File: config.mk
export PLATFORM = sky130hd
export DESIGN_NAME = lane_register_bank_flat
export DESIGN_NICKNAME = d
export VERILOG_FILES = /design/src/rtl/lane_register_bank_pkg.sv /design/src/rtl/lane_register_bank_if.sv /design/src/rtl/lane_register_bank_lane_cell.sv /design/src/rtl/lane_register_bank.sv /design/src/flat_wrapper.sv
export SDC_FILE = /design/constraint.sdc
export NUM_CORES = 1
export LEC_CHECK = 0
export CELL_PAD_IN_SITES_DETAIL_PLACEMENT = 2
export CELL_PAD_IN_SITES_GLOBAL_PLACEMENT = 2
export CORE_AREA = 4 4 299 301
export CTS_CLUSTER_DIAMETER = 150
export CTS_CLUSTER_SIZE = 12
export DETAILED_ROUTE_END_ITERATION = 6
export DIE_AREA = 0 0 303 305
export PLACE_DENSITY = 0.67
export RECOVER_POWER = 100
export SLEW_MARGIN = 25
export SYNTH_ARGS = -nofsm -noshare
export SYNTH_HDL_FRONTEND = slang
export SYNTH_SLANG_ARGS = --single-unit
File: constraint.sdc
create_clock -name clk -period 1.71 [get_ports clk]
set_clock_uncertainty 0.1 [all_clocks]
set_input_delay 0.513 -clock clk [delete_from_list [all_inputs] [get_ports clk]]
set_output_delay 0.513 -clock clk [all_outputs]
set_load 0.05 [all_outputs]
File: src/rtl/lane_register_bank_pkg.sv
// Shared types for the lane register bank: command priority encoding,
// per-lane next-value select, and a width helper for the fill counter.
package lane_bank_pkg;

  typedef enum logic [2:0] {
    CMD_HOLD,
    CMD_ROT,
    CMD_SHIFT,
    CMD_LD,
    CMD_CLR
  } cmd_e;

  typedef enum logic [1:0] {
    SEL_HOLD,
    SEL_ZERO,
    SEL_PAR,
    SEL_NBR
  } sel_e;

  // Bits needed to index n values; callers pass DEPTH+1 so the result is >= 1.
  function automatic int clog2(input int n);
    int r;
    r = 0;
    while ((1 << r) < n) r++;
    return r;
  endfunction

endpackage

File: src/rtl/lane_register_bank_if.sv
// Command/data bundle of the lane register bank; master drives commands,
// slave (the bank) returns the lane contents and fill status.
interface lane_register_bank_if #(
  parameter int WIDTH = 64,
  parameter int DEPTH = 5
);
  localparam int CNT_W = lane_bank_pkg::clog2(DEPTH + 1);

  logic                   clr;
  logic                   ld;
  logic                   shift_en;
  logic                   rot_en;
  logic [DEPTH*WIDTH-1:0] par_in;
  logic [WIDTH-1:0]       ser_in;
  logic [DEPTH*WIDTH-1:0] par_out;
  logic [WIDTH-1:0]       ser_out;
  logic [CNT_W-1:0]       fill_cnt;
  logic                   full;
  logic                   done;

  modport master (
    output clr, ld, shift_en, rot_en, par_in, ser_in,
    input  par_out, ser_out, fill_cnt, full, done
  );

  modport slave (
    input  clr, ld, shift_en, rot_en, par_in, ser_in,
    output par_out, ser_out, fill_cnt, full, done
  );
endinterface

File: src/rtl/lane_register_bank_lane_cell.sv
// One lane of the bank: a WIDTH-bit register whose next value is chosen
// from hold, zero, parallel input or its neighbour lane.
module lane_cell
  import lane_bank_pkg::*;
#(
  parameter int WIDTH = 64
) (
  input  logic             clk,
  input  logic             rst,
  input  sel_e             sel,
  input  logic [WIDTH-1:0] par,
  input  logic [WIDTH-1:0] nbr,
  output logic [WIDTH-1:0] q
);

  // NOTE: sequential state uses non-blocking (<=) so every lane samples its
  // neighbour's pre-edge value; blocking here would smear a shift across lanes.
  always_ff @(posedge clk or negedge rst) begin
    if (!rst) begin
      q <= '0;
    end else begin
      case (sel)
        SEL_ZERO: q <= '0;
        SEL_PAR:  q <= par;
        SEL_NBR:  q <= nbr;
        default:  q <= q;
      endcase
    end
  end

endmodule

File: src/rtl/lane_register_bank.sv
// Bank of DEPTH lane registers with parallel load, serial shift-in with fill
// tracking, and rotation. Holds the command decode, fill counter and done flop.
module lane_register_bank
  import lane_bank_pkg::*;
#(
  parameter int WIDTH = 64,
  parameter int DEPTH = 5
) (
  input logic                clk,
  input logic                rst,
  lane_register_bank_if.slave bus
);

  localparam int               CNT_W    = clog2(DEPTH + 1);
  localparam logic [CNT_W-1:0] FULL_CNT = CNT_W'(DEPTH);
  localparam logic [CNT_W-1:0] LAST_CNT = CNT_W'(DEPTH - 1);

  cmd_e                   cmd;
  sel_e                   sel;
  logic [WIDTH-1:0]       lane [DEPTH];
  logic [DEPTH*WIDTH-1:0] par_flat;
  logic [CNT_W-1:0]       fill_cnt;
  logic                   done;

  // NOTE: every always_comb output gets a value on every path (final else /
  // default) so no latch is inferred.
  always_comb begin
    if (bus.clr)           cmd = CMD_CLR;
    else if (bus.ld)       cmd = CMD_LD;
    else if (bus.shift_en) cmd = CMD_SHIFT;
    else if (bus.rot_en)   cmd = CMD_ROT;
    else                   cmd = CMD_HOLD;
  end

  always_comb begin
    case (cmd)
      CMD_CLR:            sel = SEL_ZERO;
      CMD_LD:             sel = SEL_PAR;
      CMD_SHIFT, CMD_ROT: sel = SEL_NBR;
      default:            sel = SEL_HOLD;
    endcase
  end

  for (genvar i = 0; i < DEPTH; i++) begin : g_lane
    logic [WIDTH-1:0] nbr;

    // Lane 0 takes ser_in on shift and wraps the oldest lane on rotate.
    if (i == 0) begin : g_head
      assign nbr = (cmd == CMD_SHIFT) ? bus.ser_in : lane[DEPTH-1];
    end else begin : g_body
      assign nbr = lane[i-1];
    end

    lane_cell #(.WIDTH(WIDTH)) u_cell (
      .clk (clk),
      .rst (rst),
      .sel (sel),
      .par (bus.par_in[i*WIDTH +: WIDTH]),
      .nbr (nbr),
      .q   (lane[i])
    );
  end

  always_comb begin
    par_flat = '0;
    for (int i = 0; i < DEPTH; i++) par_flat[i*WIDTH +: WIDTH] = lane[i];
  end

  // Fill count saturates at DEPTH; done marks only the shift that fills the bank.
  always_ff @(posedge clk or negedge rst) begin
    if (!rst) begin
      fill_cnt <= '0;
      done     <= 1'b0;
    end else begin
      done <= 1'b0;
      case (cmd)
        CMD_CLR: fill_cnt <= '0;
        CMD_LD:  fill_cnt <= FULL_CNT;
        CMD_SHIFT: begin
          if (fill_cnt != FULL_CNT) fill_cnt <= fill_cnt + CNT_W'(1);
          done <= (fill_cnt == LAST_CNT);
        end
        default: ;
      endcase
    end
  end

  assign bus.par_out  = par_flat;
  assign bus.ser_out  = lane[DEPTH-1];
  assign bus.fill_cnt = fill_cnt;
  assign bus.full     = (fill_cnt == FULL_CNT);
  assign bus.done     = done;

endmodule

File: src/flat_wrapper.sv
// flat-port wrapper written by rule: the top's interface ports become plain ports
module lane_register_bank_flat import lane_bank_pkg::*;
#(
  parameter int WIDTH = 64,
  parameter int DEPTH = 5
)
  (clk, rst, bus_clr, bus_ld, bus_shift_en, bus_rot_en, bus_par_in, bus_ser_in, bus_par_out, bus_ser_out, bus_fill_cnt, bus_full, bus_done);
  lane_register_bank_if #(.WIDTH(WIDTH), .DEPTH(DEPTH)) bus_i ();
  input logic clk;
  input logic rst;
  input wire logic [$bits(bus_i.clr)-1:0] bus_clr;
  input wire logic [$bits(bus_i.ld)-1:0] bus_ld;
  input wire logic [$bits(bus_i.shift_en)-1:0] bus_shift_en;
  input wire logic [$bits(bus_i.rot_en)-1:0] bus_rot_en;
  input wire logic [$bits(bus_i.par_in)-1:0] bus_par_in;
  input wire logic [$bits(bus_i.ser_in)-1:0] bus_ser_in;
  output wire logic [$bits(bus_i.par_out)-1:0] bus_par_out;
  output wire logic [$bits(bus_i.ser_out)-1:0] bus_ser_out;
  output wire logic [$bits(bus_i.fill_cnt)-1:0] bus_fill_cnt;
  output wire logic [$bits(bus_i.full)-1:0] bus_full;
  output wire logic [$bits(bus_i.done)-1:0] bus_done;
  assign bus_i.clr = bus_clr;
  assign bus_i.ld = bus_ld;
  assign bus_i.shift_en = bus_shift_en;
  assign bus_i.rot_en = bus_rot_en;
  assign bus_i.par_in = bus_par_in;
  assign bus_i.ser_in = bus_ser_in;
  assign bus_par_out = bus_i.par_out;
  assign bus_ser_out = bus_i.ser_out;
  assign bus_fill_cnt = bus_i.fill_cnt;
  assign bus_full = bus_i.full;
  assign bus_done = bus_i.done;
  lane_register_bank #(.WIDTH(WIDTH), .DEPTH(DEPTH)) u_core (.clk(clk), .rst(rst), .bus(bus_i));
endmodule
# Word level (Yosys, flattened, before mapping)

Cells that the tools add are included.

Bits in registers: 324
Input port bits: 390
Output and inout bits: 389
Logic and storage cells: 37

Add/sub/neg operators: 1
Eq/ne operators: 11
Multiplexer cells: 14
Reductions and logical operators: 4

Operators by type and width:

| operator                                                        | count |
|---|---|
| 64-bit one-hot mux with 3 select lines                          | 5 |
| 64-bit two-way mux                                              | 1 |
| 3-bit two-way mux                                               | 4 |
| 3-bit == test, second input constant                            | 3 |
| 3-bit one-hot mux with 3 select lines                           | 1 |
| 3-bit by 2-bit == test with 1-bit output, second input constant | 2 |
| 2-bit one-hot mux with 3 select lines                           | 1 |
| 3-bit nonzero test                                              | 2 |
| 2-bit == test, second input constant                            | 2 |
| 3-bit by 1-bit adder with 3-bit output, second input constant   | 1 |
| 3-bit by 1-bit == test with 1-bit output, second input constant | 1 |
| 3-bit inequality test, second input constant                    | 1 |
| 2-bit by 1-bit == test with 1-bit output, second input constant | 1 |
| 1-bit two-way mux                                               | 2 |
| 2-bit inequality test, second input constant                    | 1 |
| 2-bit AND reduction                                             | 1 |
| 2-bit OR reduction                                              | 1 |

# Depth between registers and ports, before layout

Word-level depth: 9
Mapped depth: 7
Mapped depth without buffers: 5

# Cells and area by module

From an unflattened synthesis, not the netlist that was laid out.

Cells, all modules: 1225
Area total of the unflattened synthesis: 17586.9 µm²

By module, submodules not included:

| module             | times used | cells each | area an instance (µm²) | seq. area each (µm²) |
|---|---|---|---|---|
| lane_cell          | 5          | 213        | 3213.1                 | 1601.5 |
| lane_register_bank | 1          | 160        | 1521.5                 | 100.1 |

# Worst setup path before layout

No wires, ideal clock.

Path kind: input port to flip-flop
From: in bus_clr
To: reg u_core.g_lane[4].u_cell.q[0]
Library setup time: 0.124 ns
Arrival: 1.782 ns
Data required time: 1.486 ns
Path slack: -0.296 ns
Cell stages on the path: 7
Buffers on the path: 4
Cells stage by stage: buf_2 or4_1 clkbuf_1 clkbuf_1 clkbuf_1 nor2_1 a21oi_1

Cells in the longest elaborated chain, start to end: 6
Elaborated cells on any way between the ends: 12
Classes of those cells: eq/ne: 7; mux: 3; reduce/logical: 2

Ends and longest elaborated chain:

| what                                                                                                        | RTL line                           | text |
|---|---|---|
| start, declared                                                                                             | flat_wrapper.sv:11                 | `input wire logic [$bits(bus_i.clr)-1:0] bus_clr;` |
| 3-bit two-way mux *                                                                                         | lane_register_bank.sv:28           | `if (bus.clr) cmd = CMD_CLR;` |
| 3-bit by 1-bit == test with 1-bit output / 3-bit by 2-bit == test with 1-bit output (equally long branches) | lane_register_bank.sv:36           | `case (cmd)` |
| 2-bit OR reduction                                                                                          | lane_register_bank.sv:36           |  |
| 2-bit one-hot mux with 3 select lines *                                                                     | lane_register_bank.sv:36           |  |
| 2-bit == test / 2-bit by 1-bit == test with 1-bit output (equally long branches)                            | lane_register_bank_lane_cell.sv:22 | `case (sel)` |
| 64-bit one-hot mux with 3 select lines / 3-bit nonzero test (equally long branches)                         | -                                  |  |
| end signal, assigned                                                                                        | lane_register_bank_lane_cell.sv:24 | `SEL_PAR: q <= par;` |
| end signal, assigned                                                                                        | lane_register_bank_lane_cell.sv:25 | `SEL_NBR: q <= nbr;` |
| end signal, assigned                                                                                        | lane_register_bank_lane_cell.sv:26 | `default: q <= q;` |
| end, declared                                                                                               | lane_register_bank_lane_cell.sv:13 | `output logic [WIDTH-1:0] q` |

Mark *: on every way between the ends. The rest lies on a longest branch, timed or not.
A chain may end at the register's enable or synchronous reset.

# Worst setup path in the final report

From: reg u_core.fill_cnt[1] (netlist: u_core.bus.fill_cnt[1])
To: out bus_full

Cells in the longest elaborated chain, start to end: 1

Ends and longest elaborated chain:

| what                   | RTL line                 | text |
|---|---|---|
| start, declared        | lane_register_bank.sv:22 | `logic [CNT_W-1:0] fill_cnt;` |
| start signal, assigned | lane_register_bank.sv:80 | `if (fill_cnt != FULL_CNT) fill_cnt <= fill_cnt + CNT_W'(1);` |
| 3-bit == test          | lane_register_bank.sv:91 | `assign bus.full = (fill_cnt == FULL_CNT);` |
| end, declared          | flat_wrapper.sv:20       | `output wire logic [$bits(bus_i.full)-1:0] bus_full;` |

No other way between the ends.

==> flow_summary.json <==
{
  "drt_drc_violations_left": 0,
  "setup_viol_count_final": 573,
  "p_per_area_nw_per_um2": 776.2,
  "worst_pin_slew_ns": 0.8237,
  "die_x_um": 303,
  "wire_per_inst_um": 28.01,
  "pre_cts_slack_ns": -0.7061,
  "start_util_pct": 18.08,
  "violations": "negative setup slack",
  "cts_tree": "done",
  "fin_nets": 3077,
  "grt_overflow_total": 0,
  "layout_setup_ws_ns": -0.4626,
  "p_clk_share_pct": 24.9,
  "ys_async_sr_fraction_pct": 100.0,
  "syn-cell-area_um2": 15660,
  "cp_max_fo": 2,
  "gp_congestion": 0.8535,
  "ir_worst_vdd_v": 0.0008873,
  "synth_cells": 1619,
  "die_area_um2": 92420,
  "ys.flop_type": "dfrtp_1",
  "swShare_pct": 35.92,
  "via_count": 18940,
  "max_freq_mhz": 460.3,
  "p_leak_uw": 0.01420,
  "total_power_uw": 25560,
  "io_buffers": 778,
  "grt_use_total_pct": 21.69,
  "cp_num_buf_inv": 2,
  "holdWs_ns": 0.2014,
  "critPathRequiredTime_ns": 1.10,
  "ys_seq_area_share_pct": 51.77,
  "grt_max_degree": 61,
  "finalHoldViolations": 0,
  "critPathSlowestCell": "dfrtp_2",
  "clock_latency_ns": 0.60,
  "drt_iter0_drc": 1103,
  "rsz0062_at_grt": "true",
  "combinationalPowerShare_pct": 38.9,
  "status": "complete, but fails checks",
  "dr.pass1.iters": 5,
  "numCtsBuffers": 30,
  "grt_pass1_wl_um": 151000,
  "end_kind": "output port",
  "htree_levels": 1,
  "maxCapViolations": 0,
  "synth_seq_cells": 324,
  "seq_power_share_pct": 36.2,
  "timing.final.crit_period_ns": 2.173,
  "clock-sinks": 324,
  "vias_per_cell": 4.917,
  "slew_headroom_pct": 45.09,
  "core-area_um2": 86620,
  "num_rows": 108,
  "ant_nets": 0,
  "report.final.slew_viol_count": 0,
  "cts.path.max_buffers": 3,
  "cts-root-buf": "clkbuf_16",
  "cpPeakStageDelay_ns": 0.43,
  "drive_above_1_share_pct": 42.10,
  "cp_data_arrival_time_ns": 1.56,
  "path_class": "reg2out",
  "synthDistinctLibCells": 27,
  "yosysWarnings": 0,
  "avgSynthCellArea_um2": 9.674,
  "startpoint_type": "flop",
  "pin_count": 779,
  "grt_pass1_vias": 21410,
  "min_period_over_period_pct": 127.1,
  "hpwl_um": 76100,
  "hold_path.class": "in2reg",
  "antenna_found_initial": 20,
  "post-route-util_pct": 38.01,
  "wl_um": 107900,
  "critical-path-top-delay-family": "flip-flops",
  "p_int_uw": 16380,
  "synth_nets": 2012,
  "syn_to_final_growth_pct": 110.2,
  "crit_chain": "inv_4 -> ha_4 -> and2_4 -> buf_12",
  "synth_edf_count": 0,
  "die_h_um": 305,
  "p_switching_uw": 9180,
  "clkTransAtPathRegs_ns": 0.07
}
==> synthesized netlist by cell type (2+ instances only) <==
cell type	count	area [um2]
clkbuf_1	135	506.7
o21bai_1	64	480.5
nor2b_1	2	12.51
buf_1	6	22.52
buf_6	19	214.0
inv_1	3	11.26
buf_4	64	480.5
nand2_1	132	495.5
o21ai_0	64	320.3
buf_2	24	120.1
a32oi_1	256	2242
a21oi_1	224	1121
nor2_1	224	840.8
dfrtp_1	324	8108
a221oi_1	64	560.5
ha_1	3	37.54
==> power by group through the flow <==
stage               registers [uW]  logic [uW]  clock network (uW)
floorplan                    10900        1760                   0
global placement              9450        8630                   0
detailed placement            9490        8770                   0
CTS                           9240        9800                6540
global route                  9320       10300                6840
finish                        9260        9940                6350
==> metrics by stage <==
step	area, um2	TNS, ns	cells
final	32920	-50.01	3852
after CTS	32610	-63.71	3789
after global routing	32910	-97.74	3845
after floorplan	15850	-49.48	1619
after global placement	29450	-177.47	3474
after detailed placement	29450	-188.71	3474
==> layer usage <==
metal / wire length [um] / share of wire [%] / vias up / global-route usage, %
met5: 103 / 0.095 / - / 0
met4: 4176 / 3.9 / 16 / 6.922
met3: 6936 / 6.4 / 195 / 4.983
met2: 55450 / 51 / 753 / 39.63
met1: 41210 / 38 / 9820 / 24.81
li1: - / - / 8158 / -
==> cell families (layout without fill, tap and decap cells) <==
| family | after synthesis | count (layout) | share of synthesized area, % |
|---|---|---|---|
| AO/OA/AOI/OAI | 674 | 674 | 30.26 |
| XOR/XNOR | 1 | 1 | 0.05593 |
| adder cells (fa/ha/maj) | 3 | 3 | 0.2397 |
| buffers and inverters | 251 | 1316 | 8.652 |
| flip-flops | 324 | 324 | 51.77 |
| multiplexers | 1 | 1 | 0.06391 |
| other | 0 | 13 | 0 |
| AND/OR/NAND/NOR | 365 | 365 | 8.963 |
==> tightest hold or removal path: stages <==
cell      delay, ns
buf_4          0.12
o21bai_1       0.11
o21ai_0        0.09
==> cells in the final DEF (no fill, tap or decap), drive strengths merged, types with 2 or more instances in the layout <==
master,count
a21oi,224
a221oi,64
a32oi,256
buf,878
clkbuf,49
clkdlybuf4s50,384
dfrtp,324
diode,13
ha,3
inv,2
nand2,132
nor2,224
nor2b,2
o21ai,64
o21bai,64
==> state kept, by name, indices dropped and copies added (netlist names) <==
| name | flops |
|---|---|
| u_core.g_lane.u_cell.q | 320 |
| u_core.bus.fill_cnt | 3 |
| u_core.bus.done | 1 |
==> layout make-up <==
| cell class | count | area (um2) |
|---|---|---|
| Multi-Input combinational cell | 1044 | 6365 |
| Sequential cell | 324 | 8318 |
| Tap cell | 1155 | 1445 |
| Inverter | 3 | 15.01 |
| Antenna cell | 13 | 32.53 |
| Timing Repair Buffer | 1281 | 15970 |
| Clock buffer | 32 | 779.5 |
| Fill cell | 8970 | 53700 |
==> path summary, 6_finish.rpt <==
kind | slack (ns) | cells after the start | endpoint | from
min in group asynchronous | 0.45 | 2 | u_core.g_lane[3].u_cell.q[11]$_DFFE_PN0P_ | rst
hold / removal | 0.20 | 3 | u_core.g_lane[0].u_cell.q[12]$_DFFE_PN0P_ | bus_clr
hold reg to reg | 0.50 | 2 | u_core.g_lane[4].u_cell.q[48]$_DFFE_PN0P_ | u_core.g_lane[4].u_cell.q[48]$_DFFE_PN0P_
setup / recovery | -0.46 | 4 | bus_full | u_core.bus.fill_cnt[1]$_DFFE_PN0P_
setup reg to reg | 0.06 | 7 | u_core.bus.fill_cnt[2]$_DFFE_PN0P_ | u_core.bus.fill_cnt[1]$_DFFE_PN0P_
max in group asynchronous | -0.09 | 4 | u_core.g_lane[4].u_cell.q[37]$_DFFE_PN0P_ | rst
==> what timing repair did <==
item                                    in CTS  in global routing
hold buffers                                 1                  0
pin swaps                                    2                  2
endpoints found under the setup margin     416                501
cloned                                       0                  2
setup buffers                              282                 49
gates resized for setup                    175                 10
hold endpoints to repair                   133                  0
(Power assumes the default switching activity.)
